<file path="config.mk">
export PLATFORM = sky130hd
export DESIGN_NAME = mem_stage
export DESIGN_NICKNAME = d
export VERILOG_FILES = /design/src/rtl/mem_stage.sv
export SDC_FILE = /design/constraint.sdc
export NUM_CORES = 1
export LEC_CHECK = 0
export ABC_AREA = 1
export BUFFER_PORTS_ARGS = -buffer_cell sky130_fd_sc_hd__buf_2
export CORE_MARGIN = 2
export CORE_UTILIZATION = 45
export DETAILED_ROUTE_END_ITERATION = 12
export PLACE_DENSITY = 0.77
export SYNTH_ARGS = -nofsm -noshare
export SYNTH_HDL_FRONTEND = slang
export SYNTH_SLANG_ARGS = --single-unit
</file>
<file path="constraint.sdc">
create_clock -name clk -period 1.51 [get_ports clk]
set_input_delay 0.151 -clock clk [delete_from_list [all_inputs] [get_ports clk]]
set_output_delay 0.151 -clock clk [all_outputs]
set_load 0.05 [all_outputs]
</file>
<file path="src/rtl/mem_stage.sv">
// rtl/mem_stage.sv - FirstRV memory-access stage: ALU pass-through, load/store over req/gnt/rvalid, writeback
module mem_stage #(
  parameter int XLEN = 32
) (
  input  logic            clk,
  input  logic            rst,
  input  logic            in_valid,
  output logic            in_ready,
  input  logic [XLEN-1:0] alu_out,
  input  logic            zero,
  input  logic [XLEN-1:0] rs2_data,
  input  logic            mem_read,
  input  logic            mem_write,
  input  logic [2:0]      funct3,
  input  logic            branch,
  input  logic [4:0]      rd,
  input  logic            reg_write,
  output logic            dmem_req,
  output logic            dmem_we,
  output logic [XLEN-1:0] dmem_addr,
  output logic [XLEN-1:0] dmem_wdata,
  output logic [3:0]      dmem_be,
  input  logic            dmem_gnt,
  input  logic            dmem_rvalid,
  input  logic [XLEN-1:0] dmem_rdata,
  output logic            wb_valid,
  output logic            wb_we,
  output logic [4:0]      wb_rd,
  output logic [XLEN-1:0] wb_data,
  output logic            br_taken,
  output logic            misalign
);

  typedef enum logic [1:0] {IDLE, REQ, WAIT} state_t;

  state_t          state, state_n;
  logic [XLEN-1:0] addr_q;
  logic [XLEN-1:0] store_q;
  logic [2:0]      funct3_q;
  logic            we_q;
  logic [4:0]      rd_q;
  logic            reg_write_q;

  logic            accept;
  logic            is_mem;
  logic            in_misalign;
  logic [3:0]      be_n;
  logic [XLEN-1:0] wdata_n;
  logic [XLEN-1:0] shifted;
  logic [XLEN-1:0] load_ext;

  assign in_ready = (state == IDLE);
  assign accept   = in_valid & in_ready;
  assign is_mem   = mem_read | mem_write;

  // funct3[1:0]: 00 byte, 01 half, 1x word (reserved encodings fall into word)
  assign in_misalign = ((funct3[1:0] == 2'b01) & alu_out[0]) |
                       (funct3[1] & (alu_out[1:0] != 2'b00));

  always_comb begin
    state_n = state;
    case (state)
      IDLE: if (accept && is_mem && !in_misalign) state_n = REQ;
      REQ:  if (dmem_gnt) state_n = we_q ? IDLE : WAIT;
      WAIT: if (dmem_rvalid) state_n = IDLE;
      default: state_n = IDLE;
    endcase
  end

  always_ff @(posedge clk) begin
    if (rst) state <= IDLE;
    else     state <= state_n;
  end

  always_comb begin
    be_n    = 4'b0000;
    wdata_n = store_q;
    case (funct3_q[1:0])
      2'b00: begin
        be_n    = 4'b0001 << addr_q[1:0];
        wdata_n = {4{store_q[7:0]}};
      end
      2'b01: begin
        be_n    = 4'b0011 << addr_q[1:0];
        wdata_n = {2{store_q[15:0]}};
      end
      default: begin
        be_n    = 4'b1111;
        wdata_n = store_q;
      end
    endcase
  end

  assign dmem_req   = (state == REQ);
  assign dmem_we    = dmem_req & we_q;
  assign dmem_addr  = dmem_req ? {addr_q[XLEN-1:2], 2'b00} : '0;
  assign dmem_be    = dmem_req ? be_n : 4'b0000;
  assign dmem_wdata = dmem_req ? wdata_n : '0;

  // Bring the addressed lane down to bit 0, then extend by size/signedness.
  assign shifted = dmem_rdata >> {addr_q[1:0], 3'b000};

  always_comb begin
    load_ext = shifted;
    case (funct3_q)
      3'b000:  load_ext = {{(XLEN-8){shifted[7]}}, shifted[7:0]};
      3'b100:  load_ext = {{(XLEN-8){1'b0}}, shifted[7:0]};
      3'b001:  load_ext = {{(XLEN-16){shifted[15]}}, shifted[15:0]};
      3'b101:  load_ext = {{(XLEN-16){1'b0}}, shifted[15:0]};
      default: load_ext = shifted;
    endcase
  end

  always_ff @(posedge clk) begin
    if (rst) begin
      addr_q      <= '0;
      store_q     <= '0;
      funct3_q    <= 3'b000;
      we_q        <= 1'b0;
      rd_q        <= 5'd0;
      reg_write_q <= 1'b0;
      wb_valid    <= 1'b0;
      wb_we       <= 1'b0;
      wb_rd       <= 5'd0;
      wb_data     <= '0;
      br_taken    <= 1'b0;
      misalign    <= 1'b0;
    end else begin
      wb_valid <= 1'b0;
      br_taken <= 1'b0;
      misalign <= 1'b0;
      case (state)
        IDLE: begin
          if (accept) begin
            addr_q      <= alu_out;
            store_q     <= rs2_data;
            funct3_q    <= funct3;
            we_q        <= mem_write;
            rd_q        <= rd;
            reg_write_q <= reg_write;
            if (!is_mem) begin
              wb_valid <= 1'b1;
              wb_we    <= reg_write;
              wb_rd    <= rd;
              wb_data  <= alu_out;
              br_taken <= branch & zero;
            end else if (in_misalign) begin
              wb_valid <= 1'b1;
              wb_we    <= 1'b0;
              wb_rd    <= rd;
              misalign <= 1'b1;
            end
          end
        end
        REQ: begin
          if (dmem_gnt && we_q) begin
            wb_valid <= 1'b1;
            wb_we    <= 1'b0;
            wb_rd    <= rd_q;
          end
        end
        WAIT: begin
          if (dmem_rvalid) begin
            wb_valid <= 1'b1;
            wb_we    <= reg_write_q;
            wb_rd    <= rd_q;
            wb_data  <= load_ext;
          end
        end
        default: ;
      endcase
    end
  end

endmodule

</file>
Word level (Yosys, flattened, before mapping)
Index checks and enable logic that the tools add are counted.

operators by class
  reduce and logical (&&, ||, !) cells = 16
  magnitude comparators = 0
  $mul = 0
  bitwise gates (word level) = 10
  $add $sub $neg = 0
  divide/modulo/power cells = 0
  multiplexer cells = 33
  shifts and indexed selects = 3
  eq/ne operators = 14

operators with widths
  operator               count
  $mux W32               5
  $pmux W32 S2           2
  $pmux W32 S4           1
  $shr A32 B5 Y32        1
  $mux W5                5
  $pmux W5 S3            1
  $mux W1                10
  $mux W2                4
  $ne A2 B1 Y1 const B   4
  $pmux W4 S2            1
  $reduce_or A4 Y1       2
  $eq A2 B1 Y1 const B   3
  $eq A3 B3 Y1 const B   2
  $pmux W1 S3            2
  $pmux W2 S3            1
  $and A1 B1 Y1          5
  $reduce_and A5 Y1      1
  $logic_not A2 Y1       2
  $mux W4                1
  $ne A2 B2 Y1 const B   2
  $reduce_and A4 Y1      1
  $reduce_bool A2 Y1     2
  $shl A1 B2 Y4 const A  1
  $shl A2 B2 Y4 const A  1
  11 further kinds       16

word-level totals
  memory bits (read-only) = 0
  output and inout bits = 112
  flip-flop bits (word level) = 117
  RAM bits = 0
  memories = 0
  logic and storage cells = 89
  latch bits = 0

Depth between registers and ports, before layout
  depth in word-level cells = 7
  mapped depth = 11

Worst setup path before layout
No wires, ideal clock.

  kind = register -> output
  from = register state[1]
  to = output dmem_wdata[23]
  path slack = -0.876 ns
  stages on the path, launching flop included = 7
  path buffers = 2
  arrival = 2.235 ns
  cells stage by stage = dfxtp_1 inv_1 ha_1 clkbuf_1 clkbuf_1 o21ai_0 nor2_1

between the ends
  longest elaborated chain between the ends = 2

ends and longest elaborated chain
  element                 RTL line  source
  start, declared         36        state_t state, state_n;
  start signal, assigned  72        else state <= state_n;
  $eq A2 B1 Y1            94        assign dmem_req = (state == REQ);
  named net dmem_req      18        output logic dmem_req,
  $mux W32                98        assign dmem_wdata = dmem_req ? wdata_n : '0;
  end, declared           21        output logic [XLEN-1:0] dmem_wdata,

The timed path passes the listed nets, and every way through them passes these cells.

Final worst setup path
  from = register state[1]
  to = output dmem_be[3]

between the ends
  longest elaborated chain between the ends = 2

ends and longest elaborated chain
  element        RTL line  source
  $eq A2 B1 Y1   94
  $mux W4        97        assign dmem_be = dmem_req ? be_n : 4'b0000;
  end, declared  22        output logic [3:0] dmem_be,

Every way passes these cells.

==> impl_metrics.env <==
export IMPL_netlist_area_leader_share=0.382
export IMPL_cts_tree="yes"
export IMPL_yosysWarnings=0
export IMPL_finalPower_w=0.0200
export IMPL_area_growth_pct=66.2
export IMPL_fp_dieArea_um2=14600
export IMPL_initial_utilization=0.462
export IMPL_num_fill_cells=914
export IMPL_drc_errors=0
export IMPL_synth_top_area_cell="dfxtp_1"
export IMPL_first_global_vias=7114
export IMPL_dp_cells=1348
export IMPL_path_buf_inv=4
export IMPL_worstPathCellList="inv_4, ha_4, clkinvlp_4, buf_8, a21oi_4, buf_6"
export IMPL_ys_ff_latch=117
export IMPL_fmax_mhz=542
export IMPL_path_clk_slew_ns=0.05
export IMPL_p_per_area_nw_per_um2=1960
export IMPL_async_flop_share=0
export IMPL_mostFrequentLayoutCells="209 x nor2_1, 157 x nand2_1, 154 x buf_2, 114 x dfxtp_1"
export IMPL_die_width_um=121
export IMPL_instances_no_fill=1435
export IMPL_grt_max_degree=65
export IMPL_grt_pass1_wl_um=35900
export IMPL_syn_area_um2=6140
export IMPL_clockBufferDepth=2
export IMPL_min_path_type="primary input to register"
export IMPL_fin_skew_ns=0.00781
export IMPL_dpl_hpwl_um=14600
export IMPL_detail_route_wl_per_cell_um=17.1
export IMPL_drv_slew=0
export IMPL_drv_cap=0
export IMPL_start_kind="register"
export IMPL_synth_seq_area_share=0.382
export IMPL_antenna_found_initial=3
export IMPL_synth_cell_type_count=30
export IMPL_portBuffers=223
export IMPL_crit_required_ns=1.36
export IMPL_post_route_min_period_ns=1.84
export IMPL_die_y_um=121
export IMPL_rsz0062_at_grt="true"
export IMPL_cpMaxStageDelayCell="dfxtp_2"
export IMPL_drive_above_1_share=0.389
export IMPL_grt_usage=0.316
export IMPL_layout_commonest_cell="nor2_1"
export IMPL_status="finished with violations"
export IMPL_crit_family="buffers and inverters"
export IMPL_cts_buffers=17
export IMPL_yosys_top_cells_area="dfxtp_1 38%, nor2_1 14%, nand2_1 11%"
export IMPL_synth_ff_type="dfxtp_1"
export IMPL_worstPathArrival_ns=1.69
export IMPL_synth_edf_count=0
export IMPL_tightest_slew_ns=0.557
export IMPL_setup_viol=109
export IMPL_gr_total_overflow=0
export IMPL_io_pins=226
export IMPL_hold_viol=1
export IMPL_worstPathMaxFanout=5
export IMPL_syn_area_per_cell_um2=6.35
export IMPL_insertion_delay_ns=0.42
export IMPL_clkSinkCount=117
export IMPL_nNetsFinal=1362
export IMPL_whs_ns=-0.0148
export IMPL_violations="hold timing, setup timing"
export IMPL_slowest_delay_ns=0.34
export IMPL_critPathKind="register to output port"
export IMPL_irDropWorstVdd_v=0.00134
export IMPL_slew_headroom=0.625
export IMPL_routabilityCongestion=0.937
export IMPL_h_tree_depth=4
export IMPL_vias_per_cell=5.43
export IMPL_drt_first_pass_iters=6
export IMPL_ant_nets=0
export IMPL_critPathCaptureType="output port"
export IMPL_leakage_nw=4.62
export IMPL_vias=7789
export IMPL_wl_um=24600
export IMPL_postSynthCellCount=966
export IMPL_post_route_period_util=1.22
export IMPL_drt_iter0_markers=804
export IMPL_root_buffer="clkbuf_16"
export IMPL_core_area_um2=13300
export IMPL_setup_slack_ns=-0.334
export IMPL_std_cell_rows=42
## power by group
group          total, W  internal (W)  leakage [nW]  switching, W
clock           0.00384       0.00246         0.277       0.00138
combinational    0.0116       0.00456          3.38       0.00702
sequential      0.00460       0.00395         0.969      0.000652
total            0.0200        0.0110          4.62       0.00905
## state kept, by name (all words and copies together) (netlist names)
register,flops
addr_q,32
br_taken,1
funct3_q,3
misalign,1
rd_q,5
reg_write_q,1
state,2
store_q,32
wb_data,32
wb_rd,5
wb_valid,1
wb_we,1
we_q,1
## synthesized netlist by cell type, types with 8 or more instances
cell type	number
dfxtp_1	117
o21ai_0	101
or2_2	24
o22ai_1	8
o211ai_1	8
buf_4	12
buf_2	20
inv_1	69
nor2_1	234
nand2_1	173
a21oi_1	67
nand3_1	30
o21ai_1	33
clkbuf_1	31
## final cells by class
type	instances	area, µm²	share of cell area
antenna	3	7.51	0.000736
clock buffer	27	513	0.0503
clock inverter	4	45.0	0.00442
inverter	75	447	0.0438
multi-input combinational	705	3610	0.354
sequential	117	2350	0.230
tap	176	220	0.0216
timing repair buffer	328	3010	0.295
## worst paths after layout
| kind | slack, ns | end | cells past startpoint | from |
|---|---|---|---|---|
| worst max-delay path | -0.33 | dmem_be[3] | 6 | state[1] |
| worst min-delay path | -0.01 | store_q[6] | 3 | rs2_data[6] |
| worst max register to register | -0.26 | wb_data[12] | 11 | state[1] |
| worst min register to register | 0.48 | addr_q[10] | 2 | addr_q[10] |
## through the flow
stage	utilization	hold WS, ns	cell area, µm²	worst slack [ns]	setup TNS, ns
floorplan	-	0.223	6600	-0.123	-4.03
global placement	0.609	0.375	8100	-0.0727	-1.65
detailed placement	0.609	0.381	8100	-0.150	-3.60
CTS	0.742	0.0000754	9870	-0.311	-22.21
global route	0.767	0.00668	10200	-0.417	-32.43
finish	0.767	-0.0148	10200	-0.334	-25.32
## routing by layer
| layer | vias to the layer above | wire, µm | global-route usage |
|---|---|---|---|
| met5 | - | 0 | 0 |
| met4 | 0 | 1050 | 0.150 |
| met3 | 92 | 2270 | 0.0741 |
| met2 | 478 | 11700 | 0.509 |
| met1 | 3594 | 9550 | 0.399 |
| li1 | 3625 | - | - |
## cells by family (layout without fill, tap and decap cells)
family / Yosys count / count (layout) / synth area share
flops: 117 / 117 / 0.382
fa+ha+maj: 4 / 4 / 0.00816
buf+inv: 145 / 434 / 0.103
other cells: 1 / 5 / 0.000611
simple gates: 475 / 475 / 0.314
compound gates: 219 / 219 / 0.185
mux: 5 / 5 / 0.00816
## what timing repair did
item / CTS / global route
gates cloned: 7 / 3
setup buffers: 10 / 8
hold endpoints to repair: 30 / 0
hold buffers: 29 / 0
resized for setup: 206 / 90
pin swaps: 13 / 12
setup endpoints to repair: 109 / 168
## tightest hold or removal path, cell delays in order
cell	delay (ns)
buf_2	0.08
o21ai_1	0.06
nor2_1	0.07
Note: power is estimated with default switching activity, not from simulation.
